`src/rtl/mac_pkg.sv`:
```
`default_nettype none
// ============================================================================
// Module   : mac_pkg
// Brief    : Shared MAC types: drain FSM state encoding and requant/saturate.
// Revision : 1.0
// ============================================================================
package mac_pkg;

   typedef enum logic [1:0] {
      ST_IDLE    = 2'd0,
      ST_CLEAR   = 2'd1,
      ST_ACCUM   = 2'd2,
      ST_CAPTURE = 2'd3
   } mac_state_t;

   // Wide working width covers any accumulator up to 62 bits plus rounding headroom.
   function automatic logic signed [63:0] requant_sat(
      input logic signed [63:0] acc,
      input logic        [4:0]  shift,
      input int                 owidth
   );
      logic signed [63:0] r;
      logic signed [63:0] hi;
      logic signed [63:0] lo;
      r = acc;
      if (shift != 5'd0)
         r = r + (64'sd1 <<< (shift - 5'd1));
      r  = r >>> shift;
      hi = (64'sd1 <<< (owidth - 1)) - 64'sd1;
      lo = -(64'sd1 <<< (owidth - 1));
      if (r > hi)
         r = hi;
      else if (r < lo)
         r = lo;
      return r;
   endfunction

endpackage
`default_nettype wire

```
`src/rtl/mac_requant.sv`:
```
`default_nettype none
// ============================================================================
// Module   : mac_requant
// Brief    : Combinational round-half-up, arithmetic shift and saturate.
// Revision : 1.0
// ============================================================================
module mac_requant
   import mac_pkg::*;
#(
   parameter int AWIDTH = 27,
   parameter int OWIDTH = 8
)(
   input  logic signed [AWIDTH-1:0] mac_result,
   input  logic        [4:0]        shift,
   output logic signed [OWIDTH-1:0] q
);

   logic signed [63:0] w_ext;
   logic signed [63:0] w_q;
   logic               w_unused_hi;

   assign w_ext       = {{(64-AWIDTH){mac_result[AWIDTH-1]}}, mac_result};
   assign w_q         = requant_sat(w_ext, shift, OWIDTH);
   // Upper bits are pure sign extension after saturation.
   assign q           = w_q[OWIDTH-1:0];
   assign w_unused_hi = ^w_q[63:OWIDTH];

endmodule
`default_nettype wire

```
`src/rtl/mac_drain_requant.sv`:
```
`default_nettype none
// ============================================================================
// Module   : mac_drain_requant
// Brief    : Sequences one MAC dot product and drains it through requant.
// Revision : 1.0
// ============================================================================
module mac_drain_requant
   import mac_pkg::*;
#(
   parameter int AWIDTH = 27,
   parameter int OWIDTH = 8,
   parameter int LWIDTH = 10
)(
   input  logic                     clk,
   input  logic                     reset,
   input  logic                     start,
   input  logic        [LWIDTH-1:0] len,
   input  logic        [4:0]        shift,
   input  logic                     in_valid,
   output logic                     in_ready,
   output logic                     mac_acc_en,
   output logic                     mac_clr,
   input  logic signed [AWIDTH-1:0] mac_result,
   output logic signed [OWIDTH-1:0] out_data,
   output logic                     out_valid,
   input  logic                     out_ready,
   output logic                     busy
);

   localparam logic [LWIDTH-1:0] c_ONE = LWIDTH'(1);

   mac_state_t               r_state;
   logic [LWIDTH-1:0]        r_remaining;
   logic [4:0]               r_shift;
   logic                     r_out_valid;
   logic signed [OWIDTH-1:0] r_out_data;
   logic signed [OWIDTH-1:0] w_requant;
   logic                     w_load;

   // Gating with reset keeps clear and accumulate mutually exclusive at all times.
   assign in_ready   = (r_state == ST_ACCUM) && !reset;
   assign mac_acc_en = in_ready && in_valid;
   assign mac_clr    = reset || (r_state == ST_CLEAR);
   assign busy       = (r_state != ST_IDLE) && !reset;
   assign w_load     = (r_state == ST_CAPTURE) && (!r_out_valid || out_ready);
   assign out_valid  = r_out_valid;
   assign out_data   = r_out_data;

   mac_requant #(
      .AWIDTH (AWIDTH),
      .OWIDTH (OWIDTH)
   ) u_requant (
      .mac_result (mac_result),
      .shift      (r_shift),
      .q          (w_requant)
   );

   always_ff @(posedge clk) begin
      if (reset) begin
         r_state     <= ST_IDLE;
         r_remaining <= '0;
         r_shift     <= '0;
         r_out_valid <= 1'b0;
         r_out_data  <= '0;
      end else begin
         case (r_state)
            ST_IDLE: begin
               if (start) begin
                  r_remaining <= len;
                  r_shift     <= shift;
                  r_state     <= ST_CLEAR;
               end
            end
            ST_CLEAR: begin
               r_state <= (r_remaining == '0) ? ST_CAPTURE : ST_ACCUM;
            end
            ST_ACCUM: begin
               if (mac_acc_en) begin
                  r_remaining <= r_remaining - c_ONE;
                  if (r_remaining == c_ONE)
                     r_state <= ST_CAPTURE;
               end
            end
            ST_CAPTURE: begin
               if (w_load)
                  r_state <= ST_IDLE;
            end
            default: r_state <= ST_IDLE;
         endcase

         // A new load wins over a concurrent drain so no result is lost.
         if (w_load) begin
            r_out_valid <= 1'b1;
            r_out_data  <= w_requant;
         end else if (out_ready) begin
            r_out_valid <= 1'b0;
         end
      end
   end

endmodule
`default_nettype wire

```
`config.mk`:
```
export PLATFORM = sky130hd
export DESIGN_NAME = mac_drain_requant
export DESIGN_NICKNAME = d
export VERILOG_FILES = /design/src/rtl/mac_pkg.sv /design/src/rtl/mac_requant.sv /design/src/rtl/mac_drain_requant.sv
export SDC_FILE = /design/constraint.sdc
export NUM_CORES = 1
export LEC_CHECK = 0
export BUFFER_PORTS_ARGS = -buffer_cell sky130_fd_sc_hd__buf_2
export CAP_MARGIN = 15
export CELL_PAD_IN_SITES_DETAIL_PLACEMENT = 1
export CELL_PAD_IN_SITES_GLOBAL_PLACEMENT = 1
export CORE_UTILIZATION = 40
export DETAILED_ROUTE_END_ITERATION = 16
export PLACE_DENSITY = 0.83
export SLEW_MARGIN = 10
export SYNTH_ARGS = -nofsm -noshare
export SYNTH_HDL_FRONTEND = slang
export SYNTH_SLANG_ARGS = --single-unit
```
`constraint.sdc`:
```
create_clock -name clk -period 7.05 [get_ports clk]
set_input_delay 0.3525 -clock clk [delete_from_list [all_inputs] [get_ports clk]]
set_output_delay 0.3525 -clock clk [all_outputs]
set_load 0.02 [all_outputs]
```
## Yosys cells after proc, flatten, opt, wreduce, memory -nomap -nowiden

Cells that the tools add are included.

| word-level totals | value |
|---|---|
| flip-flop bits (word level) | 26 |
| input port bits | 47 |
| output and inout port bits | 13 |
| logic and storage cells | 51 |

| cells by class | value |
|---|---|
| add/subtract/negate cells | 3 |
| $lt $le $gt $ge | 2 |
| eq/ne operators | 8 |
| shift-type cells | 2 |
| muxes and demuxes | 14 |
| reductions and logical operators | 17 |

Operators with widths:

| operator | number |
|---|---|
| $add A27 B64 Y64 | 1 |
| $gt A64 B8 Y1 const B | 1 |
| $lt A64 B8 Y1 const B | 1 |
| $mux W64 | 1 |
| $sshl A2 B5 Y64 const A | 1 |
| $sshr A64 B5 Y64 | 1 |
| $mux W10 | 2 |
| $pmux W10 S2 | 1 |
| $mux W8 | 2 |
| $eq A10 B1 Y1 const B | 1 |
| $logic_not A10 Y1 | 1 |
| $sub A10 B1 Y10 const B | 1 |
| $mux W2 | 4 |
| $pmux W2 S4 | 1 |
| $ne A2 B2 Y1 const B | 3 |
| $reduce_bool A2 Y1 | 3 |
| $reduce_bool A5 Y1 | 1 |
| $sub A5 B1 Y5 const B | 1 |
| $eq A2 B2 Y1 const B | 2 |
| $logic_and A1 B1 Y1 | 4 |
| $reduce_and A4 Y1 | 1 |
| $mux W1 | 3 |
| $reduce_and A3 Y1 | 1 |
| $eq A2 B1 Y1 const B | 1 |
| other kinds (5) | 7 |

## Depth between registers and ports, before layout

Gate-level depths: netlist of run 1.

| logic depth | value |
|---|---|
| word-level depth | 8 |
| depth in mapped cells | 27 |
| depth with buffers taken out | 19 |

## By module

Synthesis of run 1 repeated with hierarchy kept, for this count alone.

| second synthesis, totals | value |
|---|---|
| cell total of the unflattened synthesis | 1240 |
| area, all modules | 8027.7 um^2 |

By module, submodules not included:

| module | instances | cells each | area each (um^2) | seq. area each (um^2) |
|---|---|---|---|---|
| mac_requant | 1 | 1073 | 6615.1 | 0.0 |
| mac_drain_requant | 1 | 167 | 1412.6 | 520.5 |

## Worst setup path after synthesis of run 1

OpenSTA, ideal clock, no wires.

| timing | value |
|---|---|
| path type | reg2reg |
| from | register r_shift[0] |
| to | register r_out_data[0], in the netlist out_data[0] |
| library setup time | 142 ps |
| arrival | 6651 ps |
| required time | 6908 ps |
| path slack | 258 ps |
| stages on the path, launching flop included | 25 |
| period minus slack after synthesis | 6792 ps |
| path through | dfxtp_1 clkbuf_1 clkbuf_1 clkbuf_1 buf_1 buf_1 clkbuf_1 clkbuf_1 nand2_1 nor2_1 ha_1 and3_4 and4_1 a211o_1 a311oi_2 a21boi_2 a221oi_1 o311a_1 a31oi_1 mux2_2 and2_1 or4_1 or4_4 o31ai_4 o22ai_1 |

| on the way | value |
|---|---|
| cells in the longest elaborated chain, start to end | 8 |

RTL lines:

| element | RTL line | RTL |
|---|---|---|
| start, declared | mac_drain_requant.sv:34 | `logic [4:0] r_shift;` |
| start signal, assigned | mac_drain_requant.sv:70 | `r_shift <= shift;` |
| $sub A5 B1 Y5 | mac_pkg.sv:27 | `r = r + (64'sd1 <<< (shift - 5'd1));` |
| $sshl A2 B5 Y64 | mac_pkg.sv:27 |  |
| $add A27 B64 Y64 | mac_pkg.sv:27 |  |
| $mux W64 | mac_pkg.sv:26 | `if (shift != 5'd0)` |
| $sshr A64 B5 Y64 * | mac_pkg.sv:28 | `r = r >>> shift;` |
| $lt A64 B8 Y1 | mac_pkg.sv:33 | `else if (r < lo)` |
| $mux W8 | mac_pkg.sv:33 |  |
| $mux W8 * | mac_pkg.sv:31 | `if (r > hi)` |
| end signal, assigned | mac_drain_requant.sv:94 | `r_out_data <= w_requant;` |
| end, declared | mac_drain_requant.sv:36 | `logic signed [OWIDTH-1:0] r_out_data;` |

Mark *: on every way between the ends. The rest lies on a longest branch, timed or not.
A chain may end at the register's enable or synchronous reset.

## Final worst setup path of run 1

| timing | value |
|---|---|
| from | register r_shift[2] |
| to | register r_out_data[0], in the netlist out_data[0] |

The elaborated chain is that of the path after synthesis.

==> results of run 1 <==
==> power breakdown <==
group          switching (µW)  leakage (µW)  internal (µW)
combinational            1370       0.00289            685
clock                    52.1     0.0000370           75.3
sequential               53.4      0.000215            194
total                    1470       0.00314            954
==> kinds of logic after synthesis <==
group,Yosys count,synth area share (%)
xor gates and xnor gates,23,2.76
DFF,26,6.87
buffers and inverters,118,6.25
adders and majority gates,40,6.71
and+or+nand+nor,483,29.7
muxes,39,5.62
AOI/OAI and AO/OA,470,42.1
==> through the flow <==
step | cells | cell area [µm²]
after global placement | 1437 | 8130
after CTS | 1440 | 8200
after global routing | 1440 | 8200
final | 1440 | 8200
after detailed placement | 1437 | 8130
after floorplan | 1199 | 7570
==> sequential cells by signal, summed over array words and instances, names as in the netlist <==
| name | flops |
|---|---|
| out_data | 8 |
| out_valid | 1 |
| r_remaining | 10 |
| r_shift | 5 |
| r_state | 2 |
==> cell type report <==
class / count / area share, %
Clock buffer: 3 / 0.915
Timing Repair Buffer: 105 / 7.96
Inverter: 22 / 1.01
Tap cell: 229 / 3.49
Multi-Input combinational cell: 1055 / 80.2
Sequential cell: 26 / 6.42
==> per-layer routing <==
metal | global-route usage (%) | share of wire, %
met5 | 0 | 0
met1 | 48.2 | 42
met4 | 15.0 | 4.8
met2 | 57.9 | 45
met3 | 4.27 | 8.4
==> cell usage in the layout (no fill, tap or decap), drive strengths merged, types with 14 or more instances in the layout <==
cell type	instances
a211oi	36
a21o	14
a21oi	121
a31oi	17
buf	105
dfxtp	26
ha	39
inv	19
mux2i	29
nand2	158
nand3	38
nand4	16
nor2	140
nor3	38
o211ai	19
o21a	14
o21ai	91
o22ai	20
or4	14
xnor2	21
==> tightest hold or removal path, cell delays in order <==
cell     delay [ns]
buf_2          0.10
nand3_1        0.06
a21oi_1        0.06
==> how the worst max path moves through the flow <==
stage / to / cells past startpoint / slack, ns / from
floorplan: out_data[0] / 24 / 0.26 / r_shift[0]
global placement: out_data[0] / 20 / 0.55 / r_shift[2]
detailed placement: out_data[0] / 20 / 0.52 / r_shift[2]
CTS: out_data[0] / 20 / 0.48 / r_shift[2]
global route: out_data[0] / 18 / 0.08 / r_shift[1]
finish: out_data[0] / 20 / 0.17 / r_shift[2]
==> impl_results.md, run 1 <==
* Status: finished clean
* Critical Path AT at about 7 ns
* Cell Rows at a little under 50
* Syn_area_per_cell at 6.31 µm²
* Most frequent cells after synthesis: 158 x nand2_1, 140 x nor2_1, 120 x a21oi_1, 79 x o21ai_0, 67 x clkbuf_1
* Launch point of the worst hold path: shift[4]
* Setup TNS at 0 ns
* Mapped Area at approximately 0.0076 mm²
* Number of port buffers at 59
* Wire per inst at around 25 µm
* FF+latch count, synth at 26
* Leakage power at around 0.0031 µW
* Power per cell area at around 300 mW/mm²
* Final hold violation count at 0
* Via/cell ratio at between 7 and 8
* Gr usage total at around 36%
* FF-to-FF path depth at 20
* Worst-Skew Late Latency at approximately 0.26 ns
* Critical R2R Capture: out_data[0]
* Critical Path Fanout Max at 19
* Hold Path Class: input pin to flip-flop
* Initial core utilization at 41.4%
* Crit-path max cell delay at ~0.63 ns
* Top Family by Delay on Critical Path: compound AO/OA/AOI/OAI gates
* GRT overflow at 0
* Skew final at between 0.0015 and 0.002 ns
* RR Startpoint: r_shift[2]
* Worst Setup End Kind: flip-flop
* Final worst setup slack at 0.168 ns
* First-pass GRT wire length at between 50000 and 60000 µm
* Worst hold slack at between 0.3 and 0.4 ns
* Critical path launch point type: flip-flop
* Final WL at around 36000 µm
* # nets final at between 1000 and 1500
* Final Critical Period at between 6 and 7 ns
* Reg2reg setup slack at around 0.17 ns
* Worst relative slew slack at between 20% and 30%
* Final ANT Viol Nets at 0
* Hold endpoint: r_shift[4]
* Clk root buf: clkbuf_16
* Yosys warning count at 0
* DP HPWL at 27900 µm
* Initial DRC count at roughly 1100
* Drt first pass iters at 5
* Slew Limit Fails at 0
* Number of flops mapped to enable cells by yosys at 0
* CP Class: flip-flop to flip-flop
* Largest net degree at the start of global routing at 56
* Most used cell, CP: a211oi_1
* CTS buffer count at 3
* Worst path slowest cell: a211oi_1
* Final core occ at 44.9%
* Vias at just over 10000
* Diode count at 0
* Fmax at 0.145 GHz
* Number of global-route vias before repair at 9905
* WP buf/inv at 2
* Clk sinks at 26
* Crit-path cells: buf_4 > nor2_1 > nand2_1 > nor2_1 > ha_1 > a211oi_1 > o211ai_2 > a211oi_1 > o21ai_1 > o31a_1 > xnor2_1 > buf_4 > o22ai_1 > a211oi_1 > a21boi_0 > a21o_1 > or4_1 > or4_4 > o31ai_4 > o22ai_1
* Multi-input gate area at between 0.006 and 0.007 mm²
* Worst IR Drop VDD at around 0.18 mV
* Critical Path RT at about 7 ns
* Sequential cell area at 527 µm²
* Fill cell count at around 2500
* Endpoints failing setup at 0
* Core area at roughly 0.018 mm²
* Boundary pin count at 60
* Post-synth top area share at 7.93%
* CTS tree: done
* Initial antenna violation count at 0
* Post-CTS setup buffer count at 0
* Number of max-cap violations at 0
* Most numerous cell in the Yosys netlist: nand2_1
* Synth cell types at 90
* Chip width at 140 µm
* DP Worst Slack at a little over 0.5 ns
* Synth Instances at between 1000 and 1500
* Total power after layout at about 2400 µW
* Final GP Congestion at between 1 and 1.5
* Clock transition at path regs at approximately 0.060 ns
* Sequential-to-total area share from yosys stat at around 7%
* Layout cell share with drive strength beyond 1 at about an eighth
* Dominant cell type by area after synthesis: a21oi_1
* Hold Path Depth at 3
* Tcrit/Tclk final at between 90% and 100%
* Main synth FF type: dfxtp_1
* RSZ-0062 raised after global routing: no
* Cts hold-fix bufs at 0
* DRC at 0
* Worst-margin pin slew at about 1.1 ns
* Area contributors post-synth: a21oi_1 7.9%, nand2_1 7.8%, nor2_1 6.9%
* Die height at ~140 µm
* Share of synthesized registers carrying an async set or reset at 0%
* # resized after CTS at 0
* H-tree depth at 1
* Die area at 0.0195 mm²
* Clock Tree Buf Depth at 2
* Area Overhead vs Synth at 8.33%
* Net Count, Synth at about 1300
(Power assumes the default switching activity.)
==> run 2, diff against run 1 <==
--- a/config.mk
+++ b/config.mk
@@ -9,9 +9,10 @@
 export CAP_MARGIN = 15
 export CELL_PAD_IN_SITES_DETAIL_PLACEMENT = 1
 export CELL_PAD_IN_SITES_GLOBAL_PLACEMENT = 1
+export CORE_ASPECT_RATIO = 0.5
 export CORE_UTILIZATION = 40
 export DETAILED_ROUTE_END_ITERATION = 16
-export PLACE_DENSITY = 0.83
+export PLACE_DENSITY = 0.85
 export SLEW_MARGIN = 10
 export SYNTH_ARGS = -nofsm -noshare
 export SYNTH_HDL_FRONTEND = slang
==> run 2 against run 1 <==
Die area increased by 0.17%; first-iteration DRC count rose by 33%; global-route usage increased by 3.1 points; utilization is 0.39 points higher; critical path depth decreased by 1; register-to-register slack gained 0.06 ns; combinational power increased by 4%; wire length increased by 8.2%; clock skew up 0.0015 ns; non-clock buffer count up 15; flip-flop and latch count unchanged; hold slack better by 0.0011 ns.
==> impl_results.md, run 2 (synthesis gave the netlist of run 1 again) <==
* Status: finished clean (unchanged)
* RR Startpoint: r_shift[3] (was r_shift[2])
* Worst-margin pin slew at 0.916 ns (was 1.07 ns)
* Post-CTS setup buffer count at 0 (unchanged)
* Area Overhead vs Synth at 10.5% (was 8.33%)
* Die height at 99.3 µm (was 140 µm)
* Worst IR Drop VDD at 0.238 mV (was 0.177 mV)
* Leakage power at 0.00322 µW (was 0.00314 µW)
* Critical Path RT at 7.16 ns (about the same)
* Critical Path AT at 6.93 ns (was 7.00 ns)
* Clk root buf: clkbuf_16 (unchanged)
* Cell Rows at 35 (was 49)
* First-pass GRT wire length at 59400 µm (was 55700 µm)
* Setup TNS at 0 ns (unchanged)
* Fmax at 0.147 GHz (was 0.145 GHz)
* Worst Setup End Kind: flip-flop (unchanged)
* Slew Limit Fails at 0 (unchanged)
* Met3 routed WL at 4760 µm (was 3010 µm)
* Initial core utilization at 41.0% (was 41.4%)
* H-tree depth at 1 (unchanged)
* Initial antenna violation count at 0 (unchanged)
* Crit-path max cell delay at 0.65 ns (was 0.63 ns)
* Worst path slowest cell: a2111oi_0 (was a211oi_1)
* Worst-Skew Late Latency at 0.26 ns (about the same)
* Total power after layout at 2540 µW (was 2430 µW)
* Tcrit/Tclk final at 96.7% (was 97.6%)
* # nets final at 1315 (was 1300)
* Crit-path cells: buf_4 > or3_1 > nor2_1 > ha_1 > fa_1 > a211oi_1 > o21ai_1 > a22oi_1 > a21oi_1 > a2111oi_0 > a21o_1 > a2bb2oi_1 > nor2_1 > a311oi_1 > a311oi_1 > or4_1 > or4_4 > o31ai_4 > o32ai_1 (was buf_4 > nor2_1 > nand2_1 > nor2_1 > ha_1 > a211oi_1 > o211ai_2 > a211oi_1 > o21ai_1 > o31a_1 > xnor2_1 > buf_4 > o22ai_1 > a211oi_1 > a21boi_0 > a21o_1 > or4_1 > or4_4 > o31ai_4 > o22ai_1)
* Most frequent cells in the layout: 158 x nand2_1, 140 x nor2_1, 120 x a21oi_1 (unchanged)
* DRC at 0 (unchanged)
* Number of global-route vias before repair at 10000 (was 9905)
* Skew final at 0.00342 ns (was 0.00188 ns)
* Highest metal layer with signal wires: met4 (unchanged)
* Die area at 0.0195 mm² (about the same)
* Wire per inst at 26.0 µm (was 24.8 µm)
* Power per cell area at 304 mW/mm² (was 296 mW/mm²)
* Endpoints failing setup at 0 (unchanged)
* Final GP Congestion at 1.04 (was 1.03)
* DP HPWL at 30600 µm (was 27900 µm)
* Worst relative slew slack at 39.0% (was 27.9%)
* GRT overflow at 0 (unchanged)
* Drt first pass iters at 6 (was 5)
* Chip width at 197 µm (was 140 µm)
* CTS tree: done (unchanged)
* CTS buffer count at 3 (unchanged)
* Cts hold-fix bufs at 0 (unchanged)
* Gr usage total at 39.0% (was 35.9%)
* Diode count at 0 (unchanged)
* Launch point of the worst hold path: shift[1] (was shift[4])
* Critical path launch point type: flip-flop (unchanged)
* CP Class: flip-flop to flip-flop (unchanged)
* Core area at 0.0185 mm² (was 0.0183 mm²)
* Met2 wire length at 16000 µm (was 15900 µm)
* Clk sinks at 26 (unchanged)
* Met1 Wirelength at 17200 µm (was 15100 µm)
* Final hold violation count at 0 (unchanged)
* Clock transition at path regs at 0.07 ns (was 0.06 ns)
* Final WL at 38600 µm (was 35700 µm)
* Largest net degree at the start of global routing at 64 (was 56)
* Number of max-cap violations at 0 (unchanged)
* Clock Tree Buf Depth at 2 (unchanged)
* Initial DRC count at 1430 (was 1074)
* Layout cell share with drive strength beyond 1 at 13.5% (was 12.3%)
* Number of port buffers at 59 (unchanged)
* Hold Path Class: input pin to flip-flop (unchanged)
* Top Family by Delay on Critical Path: compound AO/OA/AOI/OAI gates (unchanged)
* Commonest non-fill, non-tap cell in the layout: nand2_1 (unchanged)
* Largest register FFs at 10 (unchanged)
* Worst setup path start: r_shift[3] (was r_shift[2])
* Boundary pin count at 60 (unchanged)
* DP Worst Slack at 0.255 ns (was 0.517 ns)
* Final worst setup slack at 0.233 ns (was 0.168 ns)
* Vias at 10500 (was 10300)
* RSZ-0062 raised after global routing: no (unchanged)
* Critical Path Fanout Max at 17 (was 19)
* Largest Register: r_remaining (unchanged)
* Final ANT Viol Nets at 0 (unchanged)
* WP buf/inv at 1 (was 2)
* Final Critical Period at 6.82 ns (was 6.88 ns)
* Via/cell ratio at 7.04 (was 7.14)
* # resized after CTS at 0 (unchanged)
run 2: cell count changes in the layout (fill, tap and decap cells not counted), sizes merged:
cell / before / now
buf: 105 / 119
clkbuf: 3 / 5
run 2: per-stage QoR:
stage          utilization, %  hold slack (ns)  cells  area, µm²
5_1_grt                  45.3            0.357   1486       8370
3_5_place_dp             44.7            0.467   1481       8270
4_1_cts                  45.2            0.351   1485       8360
3_3_place_gp             44.7            0.457   1481       8270
6_report                 45.3            0.352   1486       8370
2_1_floorplan               -            0.462   1199       7570
run 2: routing by layer:
metal / vias to the layer above / GRT usage [%]
met5: - / 0
met4: 0 / 7.27
met3: 70 / 7.56
met2: 642 / 59.2
met1: 5133 / 56.9
li1: 4610 / -
run 2: final cells by class:
class,count,area (µm²)
Tap cell,259,324
Fill cell,2533,10100
Sequential cell,26,527
Clock buffer,4,88.8
Timing Repair Buffer,120,763
Inverter,22,82.6
Multi-Input combinational cell,1055,6580
run 2: worst paths after layout:
kind	cells past startpoint	slack, ns	endpoint
min	3	0.35	r_shift[1]
max	19	0.23	out_data[4]
min reg2reg	2	0.49	out_data[7]
max reg2reg	19	0.23	out_data[4]
run 2: where the power goes:
part | internal, µW | switching [µW]
Combinational | 704 | 1440
Sequential | 194 | 63.4
Clock | 87.0 | 54.4
run 2: worst reg2reg max path: stages, from the launching register on:
cell	delay [ns]
dfxtp_2	0.53
buf_4	0.24
or3_1	0.43
nor2_1	0.12
ha_1	0.24
fa_1	0.44
a211oi_1	0.26
o21ai_1	0.27
a22oi_1	0.40
a21oi_1	0.31
a2111oi_0	0.65
a21o_1	0.31
a2bb2oi_1	0.19
nor2_1	0.07
a311oi_1	0.38
a311oi_1	0.15
or4_1	0.53
or4_4	0.57
o31ai_4	0.43
o32ai_1	0.15
